[config.mk]
export PLATFORM = sky130hd
export DESIGN_NAME = pci_bus_arbiter_flat
export DESIGN_NICKNAME = d
export VERILOG_FILES = /design/src/rtl/pci_bus_arbiter_if.sv /design/src/rtl/pci_bus_arbiter.sv /design/src/flat_wrapper.sv
export SDC_FILE = /design/constraint.sdc
export NUM_CORES = 1
export LEC_CHECK = 0
export CAP_MARGIN = 25
export CORE_ASPECT_RATIO = 0.6
export CORE_MARGIN = 3
export CORE_UTILIZATION = 56
export DETAILED_ROUTE_END_ITERATION = 8
export PLACE_DENSITY = 0.83
export SLEW_MARGIN = 20
export SYNTH_ARGS = -nofsm -noshare
export SYNTH_HDL_FRONTEND = slang
export SYNTH_SLANG_ARGS = --single-unit
[constraint.sdc]
create_clock -name clk -period 5 [get_ports clk]
set_clock_uncertainty 0.2 [all_clocks]
set_input_delay 1.5 -clock clk [delete_from_list [all_inputs] [get_ports clk]]
set_output_delay 1.5 -clock clk [all_outputs]
set_load 0.01 [all_outputs]
[src/rtl/pci_bus_arbiter_if.sv]
// Bus-side signal bundle for the PCI-style central arbiter.
// The master modport is the arbiter's view; slave is the bus/initiator view.
interface pci_bus_arbiter_if #(
    parameter int NUM_REQ = 8
);
    logic [NUM_REQ-1:0] REQ;
    logic               FRAME;
    logic               IRDY;
    logic [NUM_REQ-1:0] GNT;
    logic [2:0]         OWNER;
    logic               BUSY;

    modport master (
        input  REQ,
        input  FRAME,
        input  IRDY,
        output GNT,
        output OWNER,
        output BUSY
    );

    modport slave (
        output REQ,
        output FRAME,
        output IRDY,
        input  GNT,
        input  OWNER,
        input  BUSY
    );
endinterface

[src/rtl/pci_bus_arbiter.sv]
// Central round-robin arbiter for a shared PCI-style bus.
// Drives at most one active-low grant, supports hidden arbitration while the
// bus is busy, drops grants whose request goes away, and revokes grants that
// are not used within GNT_TIMEOUT idle bus cycles.
module pci_bus_arbiter #(
    parameter int NUM_REQ     = 8,
    parameter int GNT_TIMEOUT = 16
) (
    input logic               clk,
    input logic               rst_n,
    pci_bus_arbiter_if.master bus
);
    localparam int                 TW        = $clog2(GNT_TIMEOUT + 1);
    localparam logic [NUM_REQ-1:0] ALL_ONES  = {NUM_REQ{1'b1}};
    localparam logic [NUM_REQ-1:0] ALL_ZEROS = {NUM_REQ{1'b0}};
    localparam logic [NUM_REQ-1:0] ONE_HOT0  = {{(NUM_REQ-1){1'b0}}, 1'b1};
    localparam logic [2:0]         OWNER_RST = 3'(NUM_REQ - 1);
    localparam logic [TW-1:0]      TMO_LAST  = TW'(GNT_TIMEOUT - 1);
    localparam logic [TW-1:0]      TMO_ZERO  = {TW{1'b0}};
    localparam logic [TW-1:0]      TMO_ONE   = {{(TW-1){1'b0}}, 1'b1};

    typedef enum logic [1:0] {
        ST_IDLE    = 2'd0,
        ST_GRANTED = 2'd1,
        ST_BUSY    = 2'd2
    } state_t;

    // Round-robin search starting just above the current owner and wrapping.
    // Result: bit 3 = a requester was found, bits 2:0 = its index.
    function automatic logic [3:0] f_rr_pick(input logic [NUM_REQ-1:0] req_n,
                                             input logic [2:0]         owner);
        logic [3:0] pick;
        int         idx;
        pick = 4'd0;
        for (int k = 1; k <= NUM_REQ; k++) begin
            idx  = (int'(owner) + k >= NUM_REQ) ? (int'(owner) + k - NUM_REQ)
                                                : (int'(owner) + k);
            pick = (!pick[3] && !req_n[idx]) ? {1'b1, idx[2:0]} : pick;
        end
        return pick;
    endfunction

    state_t             r_state;
    logic [NUM_REQ-1:0] r_gnt_n;
    logic [2:0]         r_owner;
    logic               r_busy;
    logic [TW-1:0]      r_tmo_cnt;
    logic               r_skip;
    logic               r_prev_idle;

    state_t             w_state_nxt;
    logic [NUM_REQ-1:0] w_gnt_nxt;
    logic [2:0]         w_owner_nxt;
    logic               w_busy_nxt;
    logic [TW-1:0]      w_tmo_nxt;
    logic               w_skip_nxt;

    logic               w_idle;
    logic [NUM_REQ-1:0] w_own_mask;
    logic               w_owner_req;
    logic               w_other_req;
    logic               w_gnt_out;
    logic [3:0]         w_pick_idle;
    logic [3:0]         w_pick_busy;

    assign w_idle      = bus.FRAME & bus.IRDY;
    assign w_own_mask  = ONE_HOT0 << r_owner;
    assign w_owner_req = |(~bus.REQ & w_own_mask);
    assign w_other_req = |(~bus.REQ & ~w_own_mask);
    assign w_gnt_out   = (r_gnt_n != ALL_ONES);
    // After a timeout the revoked owner sits out exactly one IDLE round.
    assign w_pick_idle = f_rr_pick(bus.REQ | (r_skip ? w_own_mask : ALL_ZEROS), r_owner);
    assign w_pick_busy = f_rr_pick(bus.REQ, r_owner);

    assign bus.GNT   = r_gnt_n;
    assign bus.OWNER = r_owner;
    assign bus.BUSY  = r_busy;

    // State register and registered outputs; reset forces the bus released.
    always_ff @(posedge clk or negedge rst_n) begin
        if (!rst_n) begin
            r_state     <= ST_IDLE;
            r_gnt_n     <= ALL_ONES;
            r_owner     <= OWNER_RST;
            r_busy      <= 1'b0;
            r_tmo_cnt   <= TMO_ZERO;
            r_skip      <= 1'b0;
            r_prev_idle <= 1'b1;
        end else begin
            r_state     <= w_state_nxt;
            r_gnt_n     <= w_gnt_nxt;
            r_owner     <= w_owner_nxt;
            r_busy      <= w_busy_nxt;
            r_tmo_cnt   <= w_tmo_nxt;
            r_skip      <= w_skip_nxt;
            r_prev_idle <= w_idle;
        end
    end

    // Next-state, grant, owner, busy and timeout decisions.
    always_comb begin
        w_state_nxt = r_state;
        w_gnt_nxt   = r_gnt_n;
        w_owner_nxt = r_owner;
        w_busy_nxt  = r_busy;
        w_tmo_nxt   = r_tmo_cnt;
        w_skip_nxt  = 1'b0;
        case (r_state)
            ST_IDLE: begin
                w_busy_nxt = 1'b0;
                w_tmo_nxt  = TMO_ZERO;
                if (w_pick_idle[3]) begin
                    w_gnt_nxt   = ~(ONE_HOT0 << w_pick_idle[2:0]);
                    w_owner_nxt = w_pick_idle[2:0];
                    w_state_nxt = ST_GRANTED;
                end else begin
                    w_gnt_nxt = ALL_ONES;
                end
            end
            ST_GRANTED: begin
                w_busy_nxt = 1'b0;
                if (!bus.FRAME && r_prev_idle) begin
                    // Owner started its transaction on an idle bus.
                    w_busy_nxt  = 1'b1;
                    w_tmo_nxt   = TMO_ZERO;
                    w_state_nxt = ST_BUSY;
                end else if (!w_owner_req) begin
                    // Request withdrawn before use: one all-ones cycle, then re-arbitrate.
                    w_gnt_nxt   = ALL_ONES;
                    w_tmo_nxt   = TMO_ZERO;
                    w_state_nxt = ST_IDLE;
                end else if (w_idle) begin
                    if (r_tmo_cnt == TMO_LAST) begin
                        w_gnt_nxt   = ALL_ONES;
                        w_tmo_nxt   = TMO_ZERO;
                        w_skip_nxt  = 1'b1;
                        w_state_nxt = ST_IDLE;
                    end else begin
                        w_tmo_nxt = r_tmo_cnt + TMO_ONE;
                    end
                end else begin
                    w_tmo_nxt = TMO_ZERO;
                end
            end
            ST_BUSY: begin
                if (w_idle) begin
                    w_busy_nxt  = 1'b0;
                    w_tmo_nxt   = TMO_ZERO;
                    w_state_nxt = w_gnt_out ? ST_GRANTED : ST_IDLE;
                end else begin
                    w_busy_nxt = 1'b1;
                    if (w_gnt_out) begin
                        if (w_other_req || !w_owner_req) begin
                            // Hidden hand-over (or nobody left): open the all-ones gap.
                            w_gnt_nxt = ALL_ONES;
                            w_tmo_nxt = TMO_ZERO;
                        end else begin
                            w_gnt_nxt = r_gnt_n;
                        end
                    end else if (w_pick_busy[3]) begin
                        // Gap cycle done: park the winner's grant until the bus is idle.
                        w_gnt_nxt   = ~(ONE_HOT0 << w_pick_busy[2:0]);
                        w_owner_nxt = w_pick_busy[2:0];
                        w_tmo_nxt   = TMO_ZERO;
                    end else begin
                        w_gnt_nxt = ALL_ONES;
                    end
                end
            end
            default: begin
                w_state_nxt = ST_IDLE;
                w_gnt_nxt   = ALL_ONES;
                w_busy_nxt  = 1'b0;
                w_tmo_nxt   = TMO_ZERO;
            end
        endcase
    end
endmodule

[src/flat_wrapper.sv]
// flat-port wrapper written by rule: the top's interface ports become plain ports
module pci_bus_arbiter_flat 
#(
    parameter int NUM_REQ     = 8,
    parameter int GNT_TIMEOUT = 16
)
  (clk, rst_n, bus_REQ, bus_FRAME, bus_IRDY, bus_GNT, bus_OWNER, bus_BUSY);
  pci_bus_arbiter_if #(.NUM_REQ(NUM_REQ)) bus_i ();
  input logic clk;
  input logic rst_n;
  input wire logic [$bits(bus_i.REQ)-1:0] bus_REQ;
  input wire logic [$bits(bus_i.FRAME)-1:0] bus_FRAME;
  input wire logic [$bits(bus_i.IRDY)-1:0] bus_IRDY;
  output wire logic [$bits(bus_i.GNT)-1:0] bus_GNT;
  output wire logic [$bits(bus_i.OWNER)-1:0] bus_OWNER;
  output wire logic [$bits(bus_i.BUSY)-1:0] bus_BUSY;
  assign bus_i.REQ = bus_REQ;
  assign bus_i.FRAME = bus_FRAME;
  assign bus_i.IRDY = bus_IRDY;
  assign bus_GNT = bus_i.GNT;
  assign bus_OWNER = bus_i.OWNER;
  assign bus_BUSY = bus_i.BUSY;
  pci_bus_arbiter #(.NUM_REQ(NUM_REQ), .GNT_TIMEOUT(GNT_TIMEOUT)) u_core (.clk(clk), .rst_n(rst_n), .bus(bus_i));
endmodule
**Word level (Yosys, flattened, before mapping)**

Cells that the tools add are included.
Widths: inputs -> output; s select.

- Flip-flop bits (word level): 21
- Bits of input ports: 12

- Add/sub/neg operators: 17
- $lt $le $gt $ge: 16
- Equality and inequality tests: 17
- Shifts and indexed selects: 3
- Mux-type cells: 113
- Bitwise gates (word level): 8
- Reduce and logical (&&, ||, !) cells: 54

Operator list:

| cell | number |
|---|---|
| $ge 32x5->1 const B | 8 |
| $lt 32x5->1 const B | 8 |
| $mux 32 | 8 |
| $sub 32x5->32 const B | 8 |
| $mux 8 | 10 |
| $mux 4 | 16 |
| $bmux 1 s3 | 16 |
| $mux 1 | 40 |
| $mux 5 | 8 |
| $not 8->8 | 4 |
| $logic_not 1->1 | 30 |
| $pmux 8 s3 | 1 |
| $shl 1x3->8 const A | 3 |
| $add 3x3->4 const B | 4 |
| $and 8x8->8 | 2 |
| $reduce_or 8->1 | 2 |
| $logic_and 1x1->1 | 15 |
| $mux 2 | 6 |
| $mux 3 | 4 |
| $pmux 5 s2 | 1 |
| $reduce_and 5->1 | 2 |
| $add 3x2->4 const B | 2 |
| $ne 4x3->1 const B | 2 |
| $ne 8x8->1 const B | 1 |
| 22 further kinds | 27 |

**Longest topological paths before layout**

- Depth in word-level cells: 34
- Gate-level depth with buffers: 16
- Mapped depth without buffers: 11

**Worst setup path before layout**

No wires, ideal clock.

- Kind: register to register
- Start point: reg u_core.r_owner[1], in the netlist u_core.bus.OWNER[1]
- End point: reg u_core.r_owner[2], in the netlist u_core.bus.OWNER[2]
- Setup time: 0.082 ns
- Arrival: 3.947 ns
- Data required time: 4.718 ns
- Slack: 0.771 ns
- Stages on the path, launching flop included: 14
- Period minus slack after synthesis: 4.229 ns
- Cell sequence: dfstp_2 buf_2 buf_2 clkinv_1 ha_1 buf_2 xnor2_2 mux4_2 or4_4 nor4_4 nand2_1 nand3_1 a221oi_2 mux2_4

- Word-level cells in the longest chain between the ends: 32

RTL lines:

| item | line | text |
|---|---|---|
| start, declared | pci_bus_arbiter.sv:45 | `logic [2:0] r_owner;` |
| start signal, assigned | pci_bus_arbiter.sv:92 | `r_owner <= w_owner_nxt;` |
| $add 3x1->4 | pci_bus_arbiter.sv:36, pci_bus_arbiter.sv:37 |  |
| $sub 32x5->32 / $ge 32x5->1 (equally long branches) | pci_bus_arbiter.sv:36 | `idx = (int'(owner) + k >= NUM_REQ) ? (int'(owner) + k - NUM_REQ)` |
| $mux 32 | pci_bus_arbiter.sv:36 |  |
| $bmux 1 s3 | pci_bus_arbiter.sv:38 | `pick = (!pick[3] && !req_n[idx]) ? {1'b1, idx[2:0]} : pick;` |
| $mux 1 (not written as such) (2 in a row) | pci_bus_arbiter.sv:38 |  |
| $mux 4 | pci_bus_arbiter.sv:38 |  |
| $logic_not 1->1 | pci_bus_arbiter.sv:38 |  |
| $logic_and 1x1->1 | pci_bus_arbiter.sv:38 |  |
| [... 15 more ...] | - |  |
| $mux 4 | pci_bus_arbiter.sv:38 |  |
| $logic_not 1->1 | pci_bus_arbiter.sv:38 |  |
| $logic_and 1x1->1 | pci_bus_arbiter.sv:38 |  |
| $mux 4 | pci_bus_arbiter.sv:38 |  |
| $mux 3 | pci_bus_arbiter.sv:160 | `end else if (w_pick_busy[3]) begin` |
| $mux 3 | pci_bus_arbiter.sv:152 | `if (w_gnt_out) begin` |
| $mux 3 | pci_bus_arbiter.sv:146 | `if (w_idle) begin` |
| $pmux 3 s2 | pci_bus_arbiter.sv:108 | `case (r_state)` |

Parallel ways exist; a longest one is shown, timed or not. The select of a mux whose other input is x is not followed.
A chain may end at the register's enable or synchronous reset.

**Worst setup path after layout**

- Start point: in bus_REQ[6]
- End point: reg u_core.r_gnt_n[1], in the netlist u_core.bus.GNT[1]

- Word-level cells in the longest chain between the ends: 31

RTL lines:

| item | line | text |
|---|---|---|
| start, declared | flat_wrapper.sv:11 | `input wire logic [$bits(bus_i.REQ)-1:0] bus_REQ;` |
| $bmux 1 s3 | pci_bus_arbiter.sv:38 |  |
| $mux 1 (not written as such) (2 in a row) | pci_bus_arbiter.sv:38 |  |
| $mux 4 | pci_bus_arbiter.sv:38 |  |
| $logic_not 1->1 | pci_bus_arbiter.sv:38 |  |
| $logic_and 1x1->1 | pci_bus_arbiter.sv:38 |  |
| $mux 4 | pci_bus_arbiter.sv:38 |  |
| $logic_not 1->1 | pci_bus_arbiter.sv:38 |  |
| $logic_and 1x1->1 | pci_bus_arbiter.sv:38 |  |
| [... 14 more ...] | - |  |
| $logic_and 1x1->1 | pci_bus_arbiter.sv:38 |  |
| $mux 4 | pci_bus_arbiter.sv:38 |  |
| $shl 1x3->8 | pci_bus_arbiter.sv:162 | `w_gnt_nxt = ~(ONE_HOT0 << w_pick_busy[2:0]);` |
| $not 8->8 | pci_bus_arbiter.sv:162 |  |
| $mux 8 | pci_bus_arbiter.sv:160 |  |
| $mux 8 | pci_bus_arbiter.sv:152 |  |
| $mux 8 | pci_bus_arbiter.sv:146 |  |
| $pmux 8 s3 | pci_bus_arbiter.sv:108 |  |
| end signal, assigned | pci_bus_arbiter.sv:91 | `r_gnt_n <= w_gnt_nxt;` |
| end, declared | pci_bus_arbiter.sv:44 | `logic [NUM_REQ-1:0] r_gnt_n;` |

Parallel ways exist; a longest one is shown, timed or not. The select of a mux whose other input is x is not followed.

==> run_results.csv <==
group,metric,value,unit
run_status,status,"completed",
timing,finalCritPeriodShare,0.950,
grt,gr-max-usage-layer,"met1",
setup_path,cp_data_required_time,4.99,ns
finish,syn_to_final_growth,13.9,%
setup_path,cp-end-kind,"register",
timing,hold_viol_final,0,
place,port_buffers,23,
timing,fmax,0.211,GHz
setup_path,crit_fanout,7,
drt,finalWirelength,12.7,mm
setup_path,cp-start-kind,"input port",
floorplan,rows,21,
grt,grt_overflow,0,
logic_synthesis,ys.flop_type,"dfstp_2",
clocking,cts_setup_buffers,0,
logic_synthesis,synth_area,3580,µm²
place,hpwl,9.42,mm
floorplan,num_io_pins,24,
hold_path,hp-class,"register to register",
drt,wl_per_cell,22.5,µm
clocking,cts_tree,"yes",
finish,num-nets-final,511,
drt,vias_per_cell,7.42,
clocking,clkSlewWorstSetupHoldPaths,0.08,ns
logic_synthesis,ys_types,81,
floorplan,core,5890,µm²
clocking,clockBufferDepth,2,
grt,grt_pass1_wl,20.0,mm
drt,drtIter0Drc,670,
logic_synthesis,syn-instance-count,457,
timing,final_max_slew_viol_count,0,
clocking,cts_buffers,3,
drt,drcViolationCount,0,
logic_synthesis,ys_seq_area_frac,0.151,
place,gp_congestion,1.01,
clocking,htree_levels,1,
timing,setup_viol_count_final,0,
drt,num_vias,4200,
clocking,cts-root-buf,"clkbuf_8",
grt,grtUsageMet3,0.135,
logic_synthesis,synth-seq-cells,21,
hold_path,worstHoldStart,"u_core.r_tmo_cnt[0]$_DFFE_PN0P_",
finish,fin_area,4080,µm²
floorplan,die_area,7430,µm²
grt,antenna_found_initial,0,
finish,num_antenna_cells,0,
logic_synthesis,synth_edf_count,0,
place,place_area,4040,µm²
timing,rsz0062_at_grt,"false",
clocking,insertion_delay,0.27,ns
timing,slew_headroom,0.370,
timing,worstMarginPinSlew,0.942,ns
grt,use_met1,0.517,
finish,drive_above_1_share,0.177,
setup_path,reg2reg_from,"u_core.bus.OWNER[0]$_DFFE_PN1P_",
floorplan,start_util,0.609,
drt,dr.pass1.iters,5,
timing,fin_setup_tns,0,ns
logic_synthesis,synth_warnings,0,
logic_synthesis,async_flop_share,1.00,
finish,final_common_cell,"nand2_1",
setup_path,worstPathArrival,4.74,ns
clocking,cts.sinks,21,
logic_synthesis,synthesis.nets,481,
floorplan,die_h,68.0,µm
setup_path,cp-startpoint,"bus_REQ[6]",
logic_synthesis,syn_avg_cell_area,7.84,µm²
setup_path,worstSetupPathType,"input port to register",
finish,final_util,0.694,
floorplan,die_w,109,µm
clocking,cts_hold_buf,0,
grt,grt_max_degree,43,
clocking,cts-resized-gates,0,
grt,grt_usage,0.351,
grt,grtUsageMet2,0.491,
drt,antenna_left,0,
timing,finalCriticalPeriod,4.75,ns
finish,nFillCells,462,
flow_run,drv_cap,0,
finish,layout_common_cells,"nand2_1 (46), o21ai_0 (40), buf_4 (39)",
grt,grt_pass1_vias,3763,
## state kept, by name, summed over array words and instances (netlist names)
name / cells
u_core.r_tmo_cnt: 5
u_core.bus.OWNER: 3
u_core.r_skip: 1
u_core.r_state: 2
u_core.bus.GNT: 8
u_core.bus.BUSY: 1
u_core.r_prev_idle: 1
## path summary, 6_finish.rpt
check,to,slack (ns),depth (start not counted)
max,u_core.bus.GNT[1]$_DFFE_PN1P_,0.25,9
min,u_core.r_tmo_cnt[0]$_DFFE_PN0P_,0.34,1
max reg2reg,u_core.bus.GNT[1]$_DFFE_PN1P_,0.52,10
min reg2reg,u_core.r_tmo_cnt[0]$_DFFE_PN0P_,0.34,1
max in group asynchronous,u_core.r_skip$_DFF_PN0_,2.48,1
min in group asynchronous,u_core.r_tmo_cnt[2]$_DFFE_PN0P_,1.56,1
## Yosys cell counts, drive strengths merged (3+ instances only)
master | count | share of area
a211oi | 10 | 0.021
a21oi | 28 | 0.039
a221o | 3 | 0.0084
a221oi | 3 | 0.0091
a22o | 3 | 0.0073
a311oi | 4 | 0.0098
a31oi | 10 | 0.019
a32o | 3 | 0.0087
buf | 19 | 0.034
clkbuf | 19 | 0.020
dfrtp | 9 | 0.063
dfstp | 12 | 0.088
ha | 12 | 0.042
inv | 19 | 0.020
mux2 | 4 | 0.014
mux2i | 21 | 0.059
mux4 | 15 | 0.10
nand2 | 46 | 0.048
nand2b | 12 | 0.022
nand3 | 7 | 0.011
nand3b | 6 | 0.013
nand4 | 3 | 0.0052
nor2 | 31 | 0.033
nor2b | 10 | 0.017
nor3 | 14 | 0.020
nor3b | 6 | 0.013
nor4 | 5 | 0.013
o2111ai | 4 | 0.0098
o211ai | 9 | 0.019
o21ai | 41 | 0.057
o21bai | 4 | 0.0084
o221ai | 3 | 0.0073
o22ai | 14 | 0.024
o2bb2ai | 3 | 0.0073
o31ai | 3 | 0.0063
xor2 | 3 | 0.0073
## critical path, stage by stage
cell and delay (ns):
clkdlybuf4s50_1 0.65, mux2i_1 0.23, mux4_2 0.55, or4_4 0.60
nor2_2 0.20, o21ai_0 0.16, a32o_2 0.36, nor4b_2 0.37
o22ai_1 0.13
## cells by family (layout without fill, tap and decap cells)
family,count (synthesis),after routing,synth area share
AOI/OAI and AO/OA,165,165,0.314
xor gates and xnor gates,5,5,0.0143
adders and majority gates,12,12,0.0419
buffers and inverters,58,87,0.0747
DFF,21,21,0.151
muxes,40,40,0.173
and+or+nand+nor,156,156,0.232
## layer usage
layer,part of all wire,routed length [µm],vias up
met3,0.18,2260,59
li1,-,-,1816
met4,0.023,290,0
met5,0,0,-
met2,0.39,4990,412
met1,0.41,5210,1913
## final cells by class
cell class | count | area [µm²] | share of cell area
Clock buffer | 3 | 41.3 | 0.0101
Clock inverter | 1 | 7.51 | 0.00184
Inverter | 20 | 75.1 | 0.0184
Multi-Input combinational cell | 378 | 2780 | 0.680
Sequential cell | 21 | 541 | 0.132
Tap cell | 80 | 100 | 0.0245
Timing Repair Buffer | 63 | 543 | 0.133
## stage by stage
step | worst slack (ns) | hold WS [ns] | cells
2_1_floorplan | 0.771 | 0.272 | 457
3_3_place_gp | 0.0883 | 0.304 | 562
3_5_place_dp | 0.0484 | 0.317 | 562
4_1_cts | 0.321 | 0.336 | 566
5_1_grt | 0.0161 | 0.366 | 566
6_report | 0.252 | 0.337 | 566
Power is not shown: default switching activity piles up to over one toggle a cycle in this logic, so the estimate is an artifact.
